$ cat config.mk
export PLATFORM = sky130hd
export DESIGN_NAME = press_sequence_decoder
export DESIGN_NICKNAME = d
export VERILOG_FILES = /design/src/rtl/press_sequence_decoder.sv
export SDC_FILE = /design/constraint.sdc
export NUM_CORES = 1
export LEC_CHECK = 0
export BUFFER_PORTS_ARGS = -buffer_cell sky130_fd_sc_hd__buf_4
export CORE_MARGIN = 1.5
export CORE_UTILIZATION = 40
export DETAILED_ROUTE_END_ITERATION = 7
export SYNTH_ARGS = -nofsm -noshare
export SYNTH_HDL_FRONTEND = slang
export SYNTH_SLANG_ARGS = --single-unit
$ cat constraint.sdc
create_clock -name sys_clk -period 2.53 [get_ports sys_clk]
set_input_delay 0.253 -clock sys_clk [delete_from_list [all_inputs] [get_ports sys_clk]]
set_output_delay 0.253 -clock sys_clk [all_outputs]
set_load 0.03 [all_outputs]
$ cat src/rtl/press_sequence_decoder.sv
// press_sequence_decoder
// Counts single-cycle button presses into a sequence. A sequence closes
// after WINDOW_COUNT quiet cycles, or at once when MAX_PRESSES is reached.
// The press count is then offered on a valid/ready interface.
// Optional feature: define PRESS_DECODER_OVERRUN_EN to add a sticky
// `overrun` flag. It records presses that were dropped while a command
// was waiting to be accepted.
module press_sequence_decoder #(
  parameter int unsigned WINDOW_COUNT  = 1_000_000,
  parameter int unsigned MAX_PRESSES   = 3,
  parameter bit          IN_ACTIVE_LOW = 1'b0,
  localparam int unsigned CNT_W        = $clog2(MAX_PRESSES + 1)
) (
  input  logic             sys_clk,
  input  logic             rst_n,
  input  logic             in_pulse,
  output logic             cmd_valid,
  input  logic             cmd_ready,
  output logic [CNT_W-1:0] cmd_count
`ifdef PRESS_DECODER_OVERRUN_EN
  ,
  output logic             overrun
`endif
);

  localparam int unsigned TMR_W = $clog2(WINDOW_COUNT);

  localparam logic [1:0] IDLE   = 2'd0;
  localparam logic [1:0] GATHER = 2'd1;
  localparam logic [1:0] HOLD   = 2'd2;

  localparam logic [TMR_W-1:0] TMR_LAST = TMR_W'(WINDOW_COUNT - 1);
  localparam logic [CNT_W-1:0] CNT_MAX  = CNT_W'(MAX_PRESSES);
  localparam logic [CNT_W-1:0] CNT_PEN  = CNT_W'(MAX_PRESSES - 1);
  localparam logic [CNT_W-1:0] CNT_ONE  = CNT_W'(1);

  logic [1:0]       state;
  logic [CNT_W-1:0] press_cnt;
  logic [TMR_W-1:0] gap_tmr;
  logic             press;

  // Normalise the input polarity so that 1 always means "press".
  always_comb begin
    press = in_pulse ^ IN_ACTIVE_LOW;
  end

  // Sequence FSM: gather presses, close the window, hold the command until it is accepted.
  always_ff @(posedge sys_clk or negedge rst_n) begin
    if (!rst_n) begin
      state     <= IDLE;
      press_cnt <= '0;
      gap_tmr   <= '0;
      cmd_valid <= 1'b0;
      cmd_count <= '0;
`ifdef PRESS_DECODER_OVERRUN_EN
      overrun   <= 1'b0;
`endif
    end else begin
      case (state)
        IDLE: begin
          if (press) begin
            state     <= GATHER;
            press_cnt <= CNT_ONE;
            gap_tmr   <= '0;
          end
        end
        GATHER: begin
          // A press wins over an expiring window, so the sequence is extended.
          if (press) begin
            gap_tmr <= '0;
            if (press_cnt == CNT_PEN) begin
              state     <= HOLD;
              press_cnt <= CNT_MAX;
              cmd_count <= CNT_MAX;
              cmd_valid <= 1'b1;
            end else begin
              press_cnt <= press_cnt + CNT_ONE;
            end
          end else if (gap_tmr == TMR_LAST) begin
            state     <= HOLD;
            cmd_count <= press_cnt;
            cmd_valid <= 1'b1;
          end else begin
            gap_tmr <= gap_tmr + TMR_W'(1);
          end
        end
        HOLD: begin
          if (cmd_ready) begin
            cmd_valid <= 1'b0;
            if (press) begin
              state     <= GATHER;
              press_cnt <= CNT_ONE;
              gap_tmr   <= '0;
            end else begin
              state <= IDLE;
            end
          end
`ifdef PRESS_DECODER_OVERRUN_EN
          else if (press) begin
            overrun <= 1'b1;
          end
`endif
        end
        default: begin
          state     <= IDLE;
          cmd_valid <= 1'b0;
        end
      endcase
    end
  end

endmodule

==> metrics.md, run 1 <==
| Metric | Value |
|---|---|
| DR vias/cell | `5.809` |
| Slew @ Worst Pin | `~710 ps` |
| CP max stage delay | `about 560 ps` |
| Main synth FF type | `dfrtp_1` |
| Post-Syn Nets | `166` |
| Number of distinct library cells after synthesis | `44` |
| Most frequent cells in the layout | `27 x dfrtp_1, 16 x nand2_1, 10 x a21oi_1, 10 x o21ai_0` |
| Clk sink count | `27` |
| Worst reg-to-reg path cell count | `5` |
| TritonCTS clock tree | `done` |
| RSZ-0062 raised after global routing | `false` |
| WL/cell | `approximately 16 um` |
| Synth area leaders | `dfrtp_1 45%, nand2_1 4.0%, a21oi_1 3.3%` |
| FFs w/ async S/R, synth | `between 90% and 100%` |
| Initial Util | `41.53%` |
| Synth-to-layout area growth | `9.867%` |
| Final TNS setup | `0 ps` |
| Cell Area, Synth | `roughly 1500 um2` |
| # DRC | `0` |
| Post-Synth Simple-Gate Area | `between 20% and 30%` |
| Combinational family with the most area after synthesis | `simple AND/OR/NAND/NOR gates` |
| DP Worst Slack | `about 480 ps` |
| Clock Tree Root | `clkbuf_8` |
| # IOs | `7` |
| Total number of H-tree levels | `1` |
| Cells after Synth | `160` |
| Site Rows | `22` |
| Final nets | `174` |
| Flop pwr share | `roughly 50%` |
| Slowest-stage cell, CP | `o311ai_1` |
| First-pass GRT wire length | `around 5700 um` |
| Max Buffers Root-to-Sink | `2` |
| Slew HR | `51.97%` |
| Worst hold margin | `288.6 ps` |
| Sequential standard cell area | `~680 um2` |
| Final Worst Setup Slack | `around 480 ps` |
| Multi-input combinational cell area | `792.0 um2` |
| Clock share of power | `between 20% and 30%` |
| Seq/Total Area, Yosys | `44.78%` |
| Diodes inserted | `0` |
| Fin cells | `between 200 and 250` |
| Die Footprint | `between 4000 and 5000 um2` |
| Layout fillers | `368` |
| Global placer's final weighted congestion | `0.8118` |
| Largest net degree at the start of global routing | `28` |
| Flops & latches, synth | `27` |
| DRT Pass-1 Iters | `4` |
| Worst Path Required | `2710 ps` |
| Routed via count | `between 1,000 and 1,500` |
| Maximum vdd drop | `0.2371 mV` |
| Commonest non-fill, non-tap cell in the layout | `dfrtp_1` |
| Chip Width | `~64 um` |
| Final Total Pwr | `roughly 0.0011 W` |
| Compound-Gate Fraction of Synth Area | `a little over a fifth` |
| Critical Path Stages | `5` |
| Clk_lat worst skew | `roughly 270 ps` |
| Endpoint class of the critical path | `flip-flop` |
| DRT iter0 DRCs | `between 50 and 60` |
| Slew Viols, Final | `0` |
| Post CTS Setup Buffer Count | `0` |
| Cell taking the most area after synthesis | `dfrtp_1` |
| Post-Synth XOR/XNOR Area | `under 10%` |
| Cell Pwr Density | `about 650 nW/um2` |
| Layout cells sized above 1 | `under 10%` |
| Sw Ratio | `33.74%` |
| Average size of a mapped cell | `approximately 9.4 um2` |
| Die Span Y | `about 64 um` |
| Max Cap Viol | `0` |
| Count of final hold-check violations | `0` |
| Synth Area in Adders | `between 1.5 and 2%` |
| Yosys top cell area share | `44.78%` |
| HP Class | `input pin to flip-flop` |
| Internal reg-to-reg setup slack | `480 ps` |
| WL final | `approximately 3400 um` |
| CP Buf/Inv Count | `0` |
| Gr ovfl total | `0` |
| CP Cell Sequence | `nor4b_2 > nand4_1 > o311ai_1 > nor3_1 > a211oi_1` |
| Period minus WS final | `between 2000 and 2500 ps` |
| Ys Warns | `0` |
| Post-synth EDFFs | `0` |
| Clk slew on worst S/H paths | `about 90 ps` |
| Power Internal | `around 0.00072 W` |
| Leakage | `approximately 0.7 nW` |
| Post-route ant nets | `0` |
| Overall Global Routing Usage | `around 18%` |
| Critical path class | `flip-flop to flip-flop` |
| Post-Place Cells | `210` |
| Setup Viol. Count Final | `0` |
| Crit-path max FO | `6` |
| Crit-path leading delay family | `compound AO/OA/AOI/OAI gates` |
| PortBufs | `6` |
| Antenna violations before repair | `0` |
| CORE AREA | `roughly 3600 um2` |
| Switching pwr | `between 0.0003 and 0.0004 W` |
| Vias in the first global route | `1,198` |
| Mux share of post-synthesis cell area | `1.410%` |
| HPWL Detailed | `about 2500 um` |
| Status | `complete, no violations` |
| Hold depth | `4` |
| CTS Buf Count | `3` |
| Combinational power share | `between 20% and 30%` |
| Worst EP arrival | `between 2000 and 2500 ps` |
| Critical path launch point type | `flip-flop` |
| Crit share post-route | `81.01%` |
| Clock Skews | `3.779 ps` |
| Fmax | `487.9 MHz` |
## cells by family after synthesis
| group | Yosys count |
|---|---|
| flops | 27 |
| xor+xnor | 4 |
| buf+inv | 11 |
| compound gates | 45 |
| fa+ha+maj | 2 |
| mux | 2 |
| simple gates | 69 |
## metrics by stage
stage / cell area, um2 / utilization (%)
2_1_floorplan: 1509 / -
3_3_place_gp: 1603 / 44.11
3_5_place_dp: 1603 / 44.11
4_1_cts: 1658 / 45.63
5_1_grt: 1658 / 45.63
6_report: 1658 / 45.63
## cells in the mapped netlist, types with 2 or more instances
master,instances
a21o_1,2
a21oi_1,10
a2bb2oi_1,2
and2_1,3
and3_1,6
clkbuf_1,5
dfrtp_1,27
ha_1,2
inv_1,6
nand2_1,16
nand2b_1,4
nand3_1,8
nand4_1,3
nor2_1,8
nor3_1,4
nor4_1,2
nor4b_2,2
o211ai_1,4
o21ai_0,10
o22a_1,2
or3_1,5
or4_1,5
xor2_1,3
## routing by layer
layer	GRT usage, %	routed length, um	share of wire [%]	vias to the layer above
met5	0	0	0	-
met4	6.383	60	1.8	0
met3	2.604	133	3.9	7
met2	27.99	1514	45	27
met1	25.33	1674	49	607
li1	-	-	-	608
## power by group through the flow
stage | registers, W | clock network [W] | logic (W)
3_5_place_dp | 0.000546 | 0 | 0.000303
5_1_grt | 0.000547 | 0.000269 | 0.000333
3_3_place_gp | 0.000541 | 0 | 0.000296
2_1_floorplan | 0.000584 | 0 | 0.000159
6_report | 0.000540 | 0.000246 | 0.000299
4_1_cts | 0.000539 | 0.000256 | 0.000303
## worst reg2reg max path: stages (launching register included)
cell	delay [ps]
dfrtp_1	440
nor4b_2	320
nand4_1	310
o311ai_1	560
nor3_1	100
a211oi_1	230
## path summary, 6_finish.rpt
check	from	end
max in group asynchronous	rst_n	gap_tmr[0]$_DFFE_PN0P_
setup reg to reg	gap_tmr[10]$_DFFE_PN0P_	gap_tmr[6]$_DFFE_PN0P_
setup / recovery	gap_tmr[10]$_DFFE_PN0P_	gap_tmr[6]$_DFFE_PN0P_
hold reg to reg	gap_tmr[3]$_DFFE_PN0P_	gap_tmr[3]$_DFFE_PN0P_
hold / removal	cmd_ready	state[1]$_DFFE_PN0P_
min in group asynchronous	rst_n	gap_tmr[9]$_DFFE_PN0P_
## state kept, by name (all words and copies together) (netlist names)
| register | count |
|---|---|
| gap_tmr | 20 |
| cmd_count | 2 |
| press_cnt | 2 |
| state | 2 |
| cmd_valid | 1 |
## timing repair
item / 4_1_cts / 5_1_grt
gates resized for setup: 0 / 0
hold buffers: 1 / 0
endpoints found under the hold margin: 27 / 0
## cell type report
type | instances | share of cell area [%]
Multi-Input combinational cell | 122 | 47.77
Sequential cell | 27 | 40.75
Timing Repair Buffer | 8 | 3.774
Tap cell | 48 | 3.623
Clock buffer | 4 | 2.717
Inverter | 6 | 1.358
(Power assumes the default switching activity.)
==> run 2, diff against run 1 <==
==> constraint.sdc (replaced) <==
create_clock -name sys_clk -period 1.8 [get_ports sys_clk]
set_input_delay 0.18 -clock sys_clk [delete_from_list [all_inputs] [get_ports sys_clk]]
set_output_delay 0.18 -clock sys_clk [all_outputs]
set_load 0.03 [all_outputs]
==> metrics.md, run 2 (synthesized netlist as in run 1, its figures left out) <==
| Metric | Value |
|---|---|
| Status | `finished with violations` |
| Failing checks | `setup timing` |
| Global placer's final weighted congestion | `0.8384 (+3.3%)` |
| Dpl cell area | `1813 um2 (+13%)` |
| Reg2reg start | `gap_tmr[0]$_DFFE_PN0P_` |
| Final Total Pwr | `0.001640 W (+51%)` |
| # DRC | `0 (unchanged)` |
| Final Worst Setup Slack | `-71.37 ps (-551.9 ps)` |
| Crit share post-route | `104.0% (+23 points)` |
| # IOs | `7 (unchanged)` |
| Count of final hold-check violations | `0 (unchanged)` |
| Routed via count | `1,473 (+18%)` |
| Overall Global Routing Usage | `20.58% (+2.7 points)` |
| Max reg flops | `20 (unchanged)` |
| Setup Viol. Count Final | `12 (+12)` |
| Diodes inserted | `0 (unchanged)` |
| Slew HR | `75.33% (+23 points)` |
| Layout fillers | `335 (-9.0%)` |
| DR vias/cell | `5.799 (-0.17%)` |
| Largest net degree at the start of global routing | `28 (unchanged)` |
| Gr ovfl total | `0 (unchanged)` |
| Clock Skews | `4.721 ps (+0.9426 ps)` |
| RSZ-0062 raised after global routing | `true` |
| Post-Place Cells | `238 (+13%)` |
| Layout cells sized above 1 | `37.86% (+28 points)` |
| Clk_lat worst skew | `280 ps (about the same)` |
| Critical path launch point type | `flip-flop` |
| WL final | `4043 um (+20%)` |
| Chip Width | `64.42 um (unchanged)` |
| Reg-to-Reg End | `gap_tmr[10]$_DFFE_PN0P_` |
| Crit path launch | `gap_tmr[0]$_DFFE_PN0P_` |
| Die Footprint | `4150 um2 (unchanged)` |
| Design area | `2079 um2 (+25%)` |
| Hold depth | `4 (unchanged)` |
| Clk slew on worst S/H paths | `100 ps (about the same)` |
| Period minus WS final | `1871 ps (-178.1 ps)` |
| CP endpoint | `gap_tmr[10]$_DFFE_PN0P_` |
| Cell Pwr Density | `788.4 nW/um2 (+20%)` |
| Worst reg-to-reg path cell count | `6 (+1)` |
| Slew Viols, Final | `0 (unchanged)` |
| Commonest non-fill, non-tap cell in the layout | `buf_4` |
| HPWL Detailed | `2777 um (+12%)` |
| Clock Tree Root | `clkbuf_8` |
| DRT iter0 DRCs | `62 (+6.9%)` |
| Max Buffers Root-to-Sink | `2 (unchanged)` |
| CTS Buf Count | `3 (unchanged)` |
| Most frequent cells in the layout | `44 x buf_4, 26 x dfrtp_1, 15 x nand2_1` |
| Leakage | `0.8977 nW (+32%)` |
| Fmax | `534.4 MHz (+9.5%)` |
| Vias in the first global route | `1,387 (+16%)` |
| Clk sink count | `27 (unchanged)` |
| Slew @ Worst Pin | `370.1 ps (-343.7 ps)` |
| WL/cell | `15.92 um (+1.2%)` |
| Synth-to-layout area growth | `37.81%` |
| First-pass GRT wire length | `6589 um (+15%)` |
| PortBufs | `6 (unchanged)` |
| Most flops, register | `gap_tmr` |
| Worst EP arrival | `2100 ps (-130 ps)` |
| TritonCTS clock tree | `done` |
| Final nets | `213 (+22%)` |
| Die Span Y | `64.42 um (unchanged)` |
| HP Class | `input pin to flip-flop` |
| Critical path class | `flip-flop to flip-flop` |
| Internal reg-to-reg setup slack | `-70 ps (-550 ps)` |
| Site Rows | `22 (unchanged)` |
| DP Worst Slack | `-88.80 ps (-573.1 ps)` |
| Endpoint class of the critical path | `flip-flop` |
| Total number of H-tree levels | `1 (unchanged)` |
| Maximum vdd drop | `0.6536 mV (+180%)` |
| DRT Pass-1 Iters | `4 (unchanged)` |
| Crit-path max FO | `5 (-1)` |
| Initial Util | `41.53% (unchanged)` |
| Antenna violations before repair | `0 (unchanged)` |
| CORE AREA | `3633 um2 (unchanged)` |
| Max Cap Viol | `0 (unchanged)` |
| Fin cells | `254 (+18%)` |
| Post-route ant nets | `0 (unchanged)` |
| Worst Path Required | `2030 ps (-680 ps)` |
run 2: area by class of cell:
class,count,area [um2],share of cell area [%]
Timing Repair Buffer,47,362.8,17.45
Tap cell,48,60.06,2.888
Clock buffer,4,45.04,2.166
Sequential cell,27,676.9,32.55
Inverter,6,22.52,1.083
Multi-Input combinational cell,122,912.1,43.86
run 2: timing repair:
action                                  CTS  global route
cloned                                    0             0
endpoints found under the hold margin    27             0
pin swaps                                 5            15
gates resized for setup                   4            30
setup buffers                             5             6
endpoints found under the setup margin    7            24
hold buffers                              1             0
run 2: how the worst min path moves through the flow:
stage | startpoint | to
floorplan | rst_n | cmd_count[0]$_DFFE_PN0P_
global placement | rst_n | gap_tmr[14]$_DFFE_PN0P_
detailed placement | rst_n | gap_tmr[14]$_DFFE_PN0P_
CTS | cmd_ready | state[1]$_DFFE_PN0P_
global route | cmd_ready | state[1]$_DFFE_PN0P_
finish | cmd_ready | state[1]$_DFFE_PN0P_
run 2: report_power, final:
group          total, W  switching [W]  leakage (nW)  internal (W)
Combinational  0.000525       0.000290         0.515      0.000234
Clock          0.000361       0.000202        0.0228      0.000159
Sequential     0.000753      0.0000689         0.360      0.000684
Total           0.00164       0.000561         0.898       0.00108
run 2: per-stage QoR:
step	util (%)	TNS (ps)	hold WS, ps
5_1_grt	57.23	-2431	251.9
6_report	57.23	-378.1	219.2
2_1_floorplan	-	0	-115.6
4_1_cts	53.03	-65.93	195.8
3_3_place_gp	49.90	0	114.5
3_5_place_dp	49.90	-284.9	120.0
run 2: worst max-delay path: stages, from the launching register on:
cell and delay, ps:
dfrtp_1 450, ha_1 310, and3_1 240, o211ai_1 110
buf_4 170, or4_1 450, nand2_1 80
run 2: metal layers:
layer | wire, um | global-route usage (%)
met1 | 1762 | 27.53
met2 | 2118 | 34.24
met3 | 102 | 2.431
met4 | 58 | 7.979
met5 | 0 | 0
